### config.mk
export PLATFORM = sky130hd
export DESIGN_NAME = voice_mixer
export DESIGN_NICKNAME = d
export VERILOG_FILES = /design/src/rtl/voice_mixer.sv
export SDC_FILE = /design/constraint.sdc
export NUM_CORES = 1
export LEC_CHECK = 0
export CORE_MARGIN = 2
export CORE_UTILIZATION = 47
export CTS_CLUSTER_DIAMETER = 120
export DETAILED_ROUTE_END_ITERATION = 10
export MAX_ROUTING_LAYER = met4
export PLACE_DENSITY = 0.78
export REMOVE_ABC_BUFFERS = 1
export SYNTH_ARGS = -nofsm -noshare
export SYNTH_HDL_FRONTEND = slang
export SYNTH_SLANG_ARGS = --single-unit
### constraint.sdc
create_clock -name clk -period 7.3 [get_ports clk]
set_input_delay 0.73 -clock clk [delete_from_list [all_inputs] [get_ports clk]]
set_output_delay 0.73 -clock clk [all_outputs]
set_load 0.005 [all_outputs]
### src/rtl/voice_mixer.sv
// voice_mixer: serial 8-voice multiply-accumulate mixer driving an R2R DAC.
// A sample strobe snapshots the voice buses. One voice per clock is then
// multiplied by its envelope and accumulated into a 27-bit sum. The scaled
// result is registered onto r2r_out nine clocks after the strobe.
// Optional build macro: MIXER_SATURATE_EN selects 2x gain with clipping at
// 255 in place of the default divide-by-8 average.
module voice_mixer #(
    parameter int unsigned NUM_VOICES = 8,
    parameter int unsigned SAMPLE_W   = 32,
    parameter int unsigned ENV_W      = 8,
    parameter int unsigned OUT_W      = 8
) (
    input  logic                           clk,
    input  logic                           nreset,
    input  logic                           sample_strobe,
    input  logic [NUM_VOICES*SAMPLE_W-1:0] voice_samples,
    input  logic [NUM_VOICES*ENV_W-1:0]    envelopes,
    input  logic [NUM_VOICES-1:0]          voice_active,
    output logic [OUT_W-1:0]               r2r_out,
    output logic                           out_valid,
    output logic                           busy,
    output logic                           overrun
);

    localparam int unsigned AccW  = 27;
    localparam int unsigned SW    = 16;  // only the top half of each sample is mixed
    localparam int unsigned ProdW = SW + ENV_W;
    localparam int unsigned IdxW  = $clog2(NUM_VOICES);

    localparam logic [1:0] StIdle  = 2'd0;
    localparam logic [1:0] StAccum = 2'd1;
    localparam logic [1:0] StDone  = 2'd2;

    logic [1:0]                       state_q, state_d;
    logic [NUM_VOICES-1:0][SW-1:0]    samp_q, samp_d;
    logic [NUM_VOICES-1:0][ENV_W-1:0] env_q, env_d;
    logic [NUM_VOICES-1:0]            act_q, act_d;
    logic [AccW-1:0]                  acc_q, acc_d;
    logic [IdxW-1:0]                  idx_q, idx_d;
    logic [OUT_W-1:0]                 r2r_q, r2r_d;
    logic                             valid_q, valid_d;
    logic                             overrun_q, overrun_d;
    logic [ProdW-1:0]                 prod;
    logic [OUT_W-1:0]                 mix;
    logic                             unused_sample_lsbs;

    // Low sample halves never reach the mix.
    always_comb begin
        unused_sample_lsbs = 1'b0;
        for (int unsigned i = 0; i < NUM_VOICES; i++) begin
            unused_sample_lsbs = unused_sample_lsbs ^ (^voice_samples[i*SAMPLE_W +: SAMPLE_W-SW]);
        end
    end

    // Gated product of the voice currently selected by idx.
    always_comb begin
        prod = '0;
        if (act_q[idx_q]) begin
            prod = ProdW'(samp_q[idx_q]) * ProdW'(env_q[idx_q]);
        end
    end

    // Map the finished accumulator onto the DAC range.
    always_comb begin
`ifdef MIXER_SATURATE_EN
        if (acc_q[AccW-1]) begin
            mix = '1;
        end else begin
            mix = acc_q[AccW-2 -: OUT_W];
        end
`else
        mix = acc_q[AccW-1 -: OUT_W];
`endif
    end

    // Next-state logic: snapshot in IDLE, one voice per clock in ACCUM, publish in DONE.
    always_comb begin
        state_d   = state_q;
        samp_d    = samp_q;
        env_d     = env_q;
        act_d     = act_q;
        acc_d     = acc_q;
        idx_d     = idx_q;
        r2r_d     = r2r_q;
        valid_d   = 1'b0;
        // A strobe that finds the mixer busy is dropped, never queued.
        overrun_d = overrun_q | (sample_strobe && (state_q != StIdle));

        case (state_q)
            StIdle: begin
                if (sample_strobe) begin
                    for (int unsigned i = 0; i < NUM_VOICES; i++) begin
                        samp_d[i] = voice_samples[i*SAMPLE_W + (SAMPLE_W-SW) +: SW];
                        env_d[i]  = envelopes[i*ENV_W +: ENV_W];
                    end
                    act_d   = voice_active;
                    acc_d   = '0;
                    idx_d   = '0;
                    state_d = StAccum;
                end
            end
            StAccum: begin
                acc_d = acc_q + AccW'(prod);
                idx_d = idx_q + IdxW'(1);
                if (idx_q == IdxW'(NUM_VOICES-1)) begin
                    state_d = StDone;
                end
            end
            StDone: begin
                r2r_d   = mix;
                valid_d = 1'b1;
                state_d = StIdle;
            end
            default: begin
                state_d = StIdle;
            end
        endcase
    end

    // State registers with synchronous active-low reset.
    always_ff @(posedge clk) begin
        if (!nreset) begin
            state_q   <= StIdle;
            samp_q    <= '0;
            env_q     <= '0;
            act_q     <= '0;
            acc_q     <= '0;
            idx_q     <= '0;
            r2r_q     <= '0;
            valid_q   <= 1'b0;
            overrun_q <= 1'b0;
        end else begin
            state_q   <= state_d;
            samp_q    <= samp_d;
            env_q     <= env_d;
            act_q     <= act_d;
            acc_q     <= acc_d;
            idx_q     <= idx_d;
            r2r_q     <= r2r_d;
            valid_q   <= valid_d;
            overrun_q <= overrun_d;
        end
    end

    assign r2r_out   = r2r_q;
    assign out_valid = valid_q;
    assign busy      = (state_q != StIdle);
    assign overrun   = overrun_q;

endmodule

==> qor.yml, run 1 <==
grt_max_degree: 105
cts_buffer_depth: 3
critPathArrivalTime_ns: 7.64
finalSetupTns_ns: 0
seqPwrFrac: 0.429
outcome: "finished, final reports clean"
fin_crit_sh: 0.989
syn_avg_cell_area_um2: 8.63
gp_congestion: 0.916
yosysWarnings: 0
rows: 66
leakage_nw: 7.98
drc: 0
grt_pass1_wl_um: 61600
critPathMaxFanout: 7
die_y_um: 186
p_comb_frac: 0.180
wirelength_um: 37700
setup.worst_path.start_class: "flip-flop"
clk_pin_slew_ns: 0.07
ant_nets: 0
grt_pass1_vias: 12900
cts_tree: "yes"
power_switching_mw: 0.883
synth.cell_area_um2: 15500
switching_share: 0.266
ys_dominant_reg_cell: "dfxtp_1"
endpoint_kind: "flip-flop"
fin_nets: 2515
grt_use_total: 0.222
root_buffer: "clkbuf_16"
dr.pass1.iters: 5
max_stage_delay_ns: 0.54
path_class: "flip-flop to flip-flop"
cp_slowest_cell: "fa_1"
cp.required_ns: 7.72
cts_sinks: 242
initialDrtViolationCount: 790
h-tree-depth: 1
die_w_um: 186
synth_seq_cells: 242
overflow: 0
wl_per_cell_um: 15.2
cts-buffers-inserted: 26
syn_to_final_growth_pct: 26.8
io_buffers: 213
coreArea_um2: 32500
slew-limit-headroom: 0.304
vias_per_cell: 5.26
synth_edf_count: 0
min_period_ns: 7.22
p_int_mw: 2.44
clock_latency_ns: 0.54
antenna_found_initial: 1
hpwlAfterDp_um: 27200
rsz0062_at_grt: "true"
io_pins: 342
slew_violations: 0
maxCapViolCount: 0
setup_viol: 0
synthCells: 1801
synth.distinct_cells: 64
power_mw: 3.32
ys_seq_area_frac: 0.312
layout-drive-gt1-share: 0.131
num_vias: 13100
fmax_mhz: 138
power_density_nw_per_um2: 168
start_util: 0.478
dieArea_um2: 34500
timing_hold_violations_final: 0
num-fill-cells: 2763
hp-class: "flip-flop to flip-flop"
power.share.clock: 0.390
irDropWorstVdd_mv: 0.166
async_reset_ff_frac: 0
finClkSkew_ns: 0.0150
tightest_slew_ns: 1.04
diodes: 0
-- Yosys cell counts (6+ instances only) --
| library cell | count | area share |
|---|---|---|
| nand2_1 | 458 | 0.11 |
| dfxtp_1 | 242 | 0.31 |
| a21boi_0 | 214 | 0.10 |
| nor2_1 | 147 | 0.036 |
| inv_1 | 101 | 0.024 |
| clkbuf_1 | 89 | 0.021 |
| fa_1 | 85 | 0.11 |
| ha_1 | 70 | 0.056 |
| mux4_2 | 50 | 0.072 |
| a21oi_1 | 41 | 0.013 |
| o21ai_0 | 30 | 0.0097 |
| nand3_1 | 27 | 0.0087 |
| a21o_1 | 23 | 0.011 |
| mux2i_1 | 23 | 0.015 |
| or2_2 | 23 | 0.0093 |
| xnor2_1 | 15 | 0.0085 |
| buf_2 | 14 | 0.0045 |
| xor2_1 | 13 | 0.0073 |
| nor3_1 | 12 | 0.0039 |
| and2_1 | 10 | 0.0040 |
| nand2b_1 | 10 | 0.0040 |
| nor2b_1 | 9 | 0.0036 |
| a211oi_1 | 7 | 0.0034 |
| and3_1 | 7 | 0.0028 |
| o21a_1 | 7 | 0.0034 |
| mux2i_2 | 6 | 0.0053 |
-- worst max-delay path, delay by kind of cell, from the launching register on --
| kind | cells | cell delay [ns] |
|---|---|---|
| simple gates | 4 | 0.98 |
| buf+inv | 8 | 0.86 |
| fa+ha+maj | 6 | 2.53 |
| mux | 2 | 0.69 |
| flops | 1 | 0.47 |
| compound gates | 9 | 1.54 |
-- power groups by stage --
stage | Clock [mW] | Combinational, mW | Sequential, mW
after global routing | 1.37 | 0.661 | 1.43
after CTS | 1.32 | 0.574 | 1.42
after detailed placement | 0 | 0.571 | 1.45
after floorplan | 0 | 0.326 | 1.45
after global placement | 0 | 0.557 | 1.45
final | 1.30 | 0.598 | 1.43
-- cells in the final DEF (no fill, tap or decap), drive strengths merged, types with 15 or more instances in the layout --
cell / synthesis / final
a21boi: 214 / 214
a21o: 23 / 23
a21oi: 43 / 43
buf: 20 / 96
clkbuf: 89 / 34
clkdlybuf4s50: 0 / 212
dfxtp: 242 / 242
fa: 85 / 85
ha: 70 / 70
inv: 101 / 103
mux2i: 30 / 30
mux4: 50 / 50
nand2: 459 / 459
nand3: 27 / 27
nor2: 147 / 147
o21ai: 33 / 33
or2: 23 / 23
xnor2: 15 / 15
-- layout make-up --
cell class / count / area [µm²] / area share
sequential: 242 / 4850 / 0.246
timing repair buffer: 309 / 2950 / 0.149
multi-input combinational: 1349 / 10200 / 0.515
inverter: 101 / 379 / 0.0192
clock buffer: 33 / 697 / 0.0354
clock inverter: 10 / 129 / 0.00654
tap: 442 / 553 / 0.0281
-- routing by layer --
| metal | part of all wire | vias up | wire (µm) | global-route usage |
|---|---|---|---|---|
| li1 | - | 6462 | - | - |
| met2 | 0.50 | 327 | 18700 | 0.382 |
| met1 | 0.44 | 6235 | 16600 | 0.285 |
| met3 | 0.043 | 57 | 1610 | 0.0227 |
| met4 | 0.021 | 0 | 782 | 0.0454 |
| met5 | 0 | - | 0 | - |
-- registers in the layout, summed over array words and instances, names as in the netlist --
register   cells
samp_q       128
overrun        1
r2r_out        8
idx_q          3
out_valid      1
state_q        2
act_q          8
env_q         64
acc_q         27
-- cell families after synthesis --
logic type | after synthesis | synth area share
xor gates and xnor gates | 28 | 0.0158
adders and majority gates | 155 | 0.166
DFF | 242 | 0.312
and+or+nand+nor | 725 | 0.193
buffers and inverters | 210 | 0.0535
AOI/OAI and AO/OA | 361 | 0.166
muxes | 80 | 0.0940
-- per-stage QoR --
| step | setup slack, ns | util | cells | area [µm²] | hold WS (ns) |
|---|---|---|---|---|---|
| global route | -0.234 | 0.606 | 2486 | 19700 | 0.476 |
| floorplan | -1.85 | - | 1692 | 15100 | 0.432 |
| CTS | 0.0118 | 0.592 | 2468 | 19200 | 0.464 |
| global placement | 0.0897 | 0.566 | 2425 | 18400 | 0.444 |
| finish | 0.0791 | 0.606 | 2486 | 19700 | 0.461 |
| detailed placement | 0.0372 | 0.566 | 2425 | 18400 | 0.454 |
-- what timing repair did --
item                                    CTS  global route
hold buffers                              0             0
gates cloned                              0             1
gates resized for setup                   2            60
pin swaps                                 0            16
endpoints found under the setup margin    1            13
setup buffers                             0            17
-- path summary, 6_finish.rpt --
kind / startpoint / slack, ns / depth (start not counted) / endpoint
max: idx_q[0]$_SDFFE_PN0P_ / 0.08 / 29 / acc_q[21]$_SDFFE_PN0P_
min: r2r_out[0]$_SDFFE_PN0P_ / 0.46 / 2 / r2r_out[0]$_SDFFE_PN0P_
max reg2reg: idx_q[0]$_SDFFE_PN0P_ / 0.08 / 29 / acc_q[21]$_SDFFE_PN0P_
min reg2reg: r2r_out[0]$_SDFFE_PN0P_ / 0.46 / 2 / r2r_out[0]$_SDFFE_PN0P_
(Power assumes the default switching activity.)
==> run 2, diff against run 1 <==
- CTS_CLUSTER_DIAMETER: 120 -> 60
==> run 2 against run 1 <==
Against the previous run:
- sequential power is essentially flat
- clock skew decreased by 0.0031 ns
- sequential cell count stayed put
- first-iteration DRC count shrank 3.8%
- non-clock buffer count up 8
- clock power is 4% higher
- hold slack is essentially flat
- combinational power rose by 0.8%
- critical path type unchanged
- critical endpoint unchanged
- largest power group unchanged
==> qor.yml, run 2 (synthesis results as in run 1) <==
irDropWorstVdd_mv: 0.149  # was 0.166 mV
num_vias: 13100  # about the same
critPathMaxFanout: 8  # was 7
layout-drive-gt1-share: 0.137  # was 0.131
num-fill-cells: 2758  # was 2763
max_stage_delay_ns: 0.55  # was 0.54 ns
die_w_um: 186  # unchanged
fmax_mhz: 139  # was 138 MHz
timing.rr.start: "idx_q[0]$_SDFFE_PN0P_"  # unchanged
syn_to_final_growth_pct: 27.7  # was 26.8%
cts_buffer_depth: 3  # unchanged
drc: 0  # unchanged
r2r_end: "acc_q[21]$_SDFFE_PN0P_"  # unchanged
initialDrtViolationCount: 760  # was 790
slew-limit-headroom: 0.320  # was 0.304
io_buffers: 213  # unchanged
cp_num_buf_inv: 6  # was 8
grt_pass1_wl_um: 61400  # was 61600 µm
start_util: 0.478  # unchanged
hpwlAfterDp_um: 27200  # unchanged
path_common_cell: "fa_1"
grt_busiest_layer: "met2"  # unchanged
layout_common_cells: "455 x nand2_1, 239 x dfxtp_1, 213 x a21boi_0"  # unchanged
rrSetupSlack_ns: 0.12  # was 0.08 ns
timing.final.ws_setup_ns: 0.125  # was 0.0791 ns
endpoint_kind: "flip-flop"  # unchanged
r2r_cells: 27  # was 29
stdcell_area_um2: 19800  # was 19700 µm²
cts-buffers-inserted: 27  # was 26
place_worst_setup_slack_ns: 0.0372  # unchanged
power_mw: 3.37  # was 3.32 mW
min_from: "r2r_out[0]$_SDFFE_PN0P_"  # unchanged
clk_pin_slew_ns: 0.06  # was 0.07 ns
gp_congestion: 0.916  # unchanged
grt_max_degree: 105  # unchanged
root_buffer: "clkbuf_16"  # unchanged
cp.required_ns: 7.72  # about the same
worstHoldEndpoint: "r2r_out[0]$_SDFFE_PN0P_"  # unchanged
dr.pass1.iters: 5  # unchanged
path_class: "flip-flop to flip-flop"  # unchanged
leakage_nw: 8.06  # was 7.98 nW
maxCapViolCount: 0  # unchanged
use_met1: 0.285  # about the same
tightest_slew_ns: 1.02  # was 1.04 ns
rows: 66  # unchanged
setup_viol: 0  # unchanged
cts_hold_buf: 0  # unchanged
dieArea_um2: 34500  # unchanged
fin_nets: 2524  # was 2515
fin_crit_sh: 0.983  # was 0.989
grt_use_total: 0.221  # was 0.222
worstSetupStartpoint: "idx_q[0]$_SDFFE_PN0P_"  # unchanged
cts_tree: "yes"  # unchanged
final_common_cell: "nand2_1"  # unchanged
wirelength_um: 37900  # was 37700 µm
outcome: "finished, final reports clean"  # unchanged
vias_per_cell: 5.23  # was 5.26
top_register: "samp_q"  # unchanged
cp_slowest_cell: "fa_1"  # unchanged
slew_violations: 0  # unchanged
cts_sinks: 242  # unchanged
hold_depth: 2  # unchanged
grt_pass1_vias: 12900  # about the same
placed_cells: 2425  # unchanged
critPathArrivalTime_ns: 7.60  # was 7.64 ns
top_regs: "samp_q x128, env_q x64, acc_q x27"  # unchanged
h-tree-depth: 1  # unchanged
clock_latency_ns: 0.53  # was 0.54 ns
io_pins: 342  # unchanged
fin_cells: 2496  # was 2486
finClkSkew_ns: 0.0119  # was 0.0150 ns
die_y_um: 186  # unchanged
coreArea_um2: 32500  # unchanged
largest_reg_flops: 128  # unchanged
path_delay_family: "adder cells"  # unchanged
ant_nets: 0  # unchanged
setup.worst_path.start_class: "flip-flop"  # unchanged
diodes: 0  # unchanged
power_density_nw_per_um2: 170  # was 168 nW/µm²
use_met3: 0.0229  # was 0.0227
wl_per_cell_um: 15.2  # about the same
timing_hold_violations_final: 0  # unchanged
antenna_found_initial: 0  # was 1
overflow: 0  # unchanged
utilization: 0.610  # was 0.606
hp-class: "flip-flop to flip-flop"  # unchanged
grt_use_met2: 0.379  # was 0.382
min_period_ns: 7.18  # was 7.22 ns
place_area_um2: 18400  # unchanged
-- run 2: cell types whose count changed in the layout (fill, tap and decap cells not counted), moves of 3 or more --
cell / before / now
clkbuf_8: 2 / 9
buf_4: 88 / 93
buf_6: 2 / 5
clkbuf_1: 5 / 2
-- run 2: stage by stage --
stage / TNS, ns / hold slack [ns]
after floorplan: -24.18 / 0.432
after global placement: 0 / 0.444
after detailed placement: 0 / 0.454
after CTS: 0 / 0.465
after global routing: -0.935 / 0.476
final: 0 / 0.460
-- run 2: tightest hold or removal path: stages (launching register included) --
cell and delay [ns]:
dfxtp_1 0.30, nand2_1 0.04, a21boi_0 0.06
-- run 2: area by class of cell --
class,instances,area [µm²],area share
multi-input combinational,1349,10200,0.512
inverter,101,379,0.0191
clock buffer,38,807,0.0407
tap,442,553,0.0279
timing repair buffer,317,3020,0.152
sequential,242,4850,0.244
clock inverter,7,76.3,0.00385
-- run 2: layer usage --
metal  wire [µm]  part of all wire
met3        1610             0.042
met4         705             0.019
met1       16700              0.44
met5           0                 0
met2       18900              0.50
-- run 2: timing repair --
| action | 4_1_cts | 5_1_grt |
|---|---|---|
| resized for setup | 1 | 67 |
| endpoints found under the setup margin | 1 | 12 |
| pin swaps | 0 | 26 |
| gates cloned | 0 | 1 |
| buffers inserted | 0 | 25 |
-- run 2: power by group --
part	internal (mW)	switching (mW)	total [mW]
sequential	1.39	0.0353	1.43
clock	0.801	0.545	1.35
combinational	0.302	0.301	0.603
total	2.49	0.881	3.37
-- run 2: how the worst max path moves through the flow --
stage	to	slack, ns	depth (start not counted)
final	acc_q[21]$_SDFFE_PN0P_	0.12	27
after global placement	acc_q[25]$_SDFFE_PN0P_	0.09	27
after floorplan	acc_q[25]$_SDFFE_PN0P_	-1.85	27
after detailed placement	acc_q[25]$_SDFFE_PN0P_	0.04	27
after global routing	acc_q[20]$_SDFFE_PN0P_	-0.14	30
after CTS	acc_q[25]$_SDFFE_PN0P_	0.002	28
==> run 3, diff against run 2 <==
- CTS_CLUSTER_SIZE: default -> 30
==> run 3 against run 2 <==
Against the previous run:
- count of clock-buffer cells in the layout decreased by 17
- setup slack worse by 0.0022 ns
- sequential share of layout area up 0.14 points
- global-route usage is essentially flat
- combinational power hardly changed
- first-iteration DRC count grew 2.2%
- clock power shrank 7%
==> qor.yml, run 3 (synthesis results as in run 1) <==
fin_crit_sh: 0.983  # about the same
max_stage_delay_ns: 0.54  # was 0.55 ns
finClkSkew_ns: 0.0219  # was 0.0119 ns
endpoint_kind: "flip-flop"  # unchanged
root_buffer: "clkbuf_16"  # unchanged
grt_use_total: 0.221  # about the same
power_density_nw_per_um2: 166  # was 170 nW/µm²
clk_pin_slew_ns: 0.08  # was 0.06 ns
overflow: 0  # unchanged
layout-drive-gt1-share: 0.134  # was 0.137
place_area_um2: 18400  # unchanged
clock_latency_ns: 0.53  # about the same
cts_sinks: 242  # unchanged
top_regs: "samp_q x128, env_q x64, acc_q x27"  # unchanged
die_y_um: 186  # unchanged
dieArea_um2: 34500  # unchanged
layout_common_cells: "455 x nand2_1, 239 x dfxtp_1, 213 x a21boi_0"  # unchanged
diodes: 0  # unchanged
outcome: "finished, final reports clean"  # unchanged
cts_tree: "yes"  # unchanged
fmax_mhz: 139  # about the same
setup.worst_path.start_class: "flip-flop"  # unchanged
rows: 66  # unchanged
top_register: "samp_q"  # unchanged
ant_nets: 0  # unchanged
fin_nets: 2518  # was 2524
h-tree-depth: 1  # unchanged
maxCapViolCount: 0  # unchanged
tightest_slew_ns: 1.02  # about the same
wirelength_um: 37700  # was 37900 µm
grt_pass1_vias: 13000  # was 12900
start_util: 0.478  # unchanged
cp_slowest_cell: "fa_1"  # unchanged
cts-buffers-inserted: 21  # was 27
leakage_nw: 7.99  # was 8.06 nW
critPathArrivalTime_ns: 7.60  # about the same
gp_congestion: 0.916  # unchanged
stdcell_area_um2: 19700  # was 19800 µm²
final_common_cell: "nand2_1"  # unchanged
slew_violations: 0  # unchanged
die_w_um: 186  # unchanged
cp.required_ns: 7.72  # about the same
antenna_found_initial: 1  # was 0
regArea_um2: 4850  # unchanged
min_period_ns: 7.18  # about the same
grt_pass1_wl_um: 61400  # about the same
finalSetupTns_ns: 0  # unchanged
cts_hold_buf: 0  # unchanged
hpwlAfterDp_um: 27200  # unchanged
rsz0062_at_grt: "true"
cts_buffer_depth: 3  # unchanged
vias_per_cell: 5.27  # was 5.23
drc: 0  # unchanged
path_class: "flip-flop to flip-flop"  # unchanged
coreArea_um2: 32500  # unchanged
io_pins: 342  # unchanged
syn_to_final_growth_pct: 27.0  # was 27.7%
initialDrtViolationCount: 777  # was 760
power_mw: 3.28  # was 3.37 mW
hp-class: "flip-flop to flip-flop"  # unchanged
multi_input_area_um2: 10100  # was 10200 µm²
largest_reg_flops: 128  # unchanged
utilization: 0.606  # was 0.610
io_buffers: 213  # unchanged
grt_max_degree: 105  # unchanged
critPathMaxFanout: 7  # was 8
num-fill-cells: 2773  # was 2758
slew-limit-headroom: 0.321  # was 0.320
irDropWorstVdd_mv: 0.133  # was 0.149 mV
setup_viol: 0  # unchanged
wl_per_cell_um: 15.2  # about the same
timing_hold_violations_final: 0  # unchanged
dr.pass1.iters: 5  # unchanged
num_vias: 13100  # about the same
[run 3: area by class of cell]
| cell class | instances | share of cell area |
|---|---|---|
| clock buffer | 21 | 0.0266 |
| clock inverter | 16 | 0.0136 |
| inverter | 101 | 0.0192 |
| multi-input combinational | 1349 | 0.514 |
| sequential | 242 | 0.246 |
| tap | 442 | 0.0280 |
| timing repair buffer | 317 | 0.152 |
[run 3: metal layers]
| layer | up-vias | track usage | part of all wire |
|---|---|---|---|
| li1 | 6465 | - | - |
| met1 | 6283 | 0.281 | 0.43 |
| met2 | 313 | 0.382 | 0.50 |
| met3 | 48 | 0.0207 | 0.045 |
| met4 | 0 | 0.0554 | 0.019 |
| met5 | - | - | 0 |
[run 3: metrics by stage]
stage                     instances  hold WS (ns)  setup slack, ns
after floorplan                1692         0.432            -1.85
after global placement         2425         0.444           0.0897
after detailed placement       2425         0.454           0.0372
after CTS                      2462         0.468           0.0190
after global routing           2488         0.481           -0.207
final                          2488         0.463            0.123
[run 3: power by group]
group	internal [mW]	leakage [nW]	switching (mW)	total, mW
combinational	0.301	5.63	0.300	0.602
sequential	1.39	1.98	0.0356	1.42
clock	0.601	0.376	0.649	1.25
total	2.29	7.99	0.985	3.28
[run 3: timing repair]
item,CTS,global route
pin swaps,0,19
resized for setup,2,61
endpoints found under the setup margin,1,13
setup buffers,0,25
gates cloned,0,1
[run 3: final timing paths]
check	startpoint	to	slack (ns)	cells past startpoint
hold / removal	r2r_out[0]$_SDFFE_PN0P_	r2r_out[0]$_SDFFE_PN0P_	0.46	2
hold reg to reg	r2r_out[0]$_SDFFE_PN0P_	r2r_out[0]$_SDFFE_PN0P_	0.46	2
setup reg to reg	idx_q[0]$_SDFFE_PN0P_	acc_q[21]$_SDFFE_PN0P_	0.12	29
setup / recovery	idx_q[0]$_SDFFE_PN0P_	acc_q[21]$_SDFFE_PN0P_	0.12	29
[run 3: worst max-delay path: cells and delay by family (launching register included)]
family / cells / cell delay [ns]
mux: 2 / 0.69
buf+inv: 8 / 0.86
fa+ha+maj: 6 / 2.53
flops: 1 / 0.47
compound gates: 9 / 1.53
simple gates: 4 / 0.98
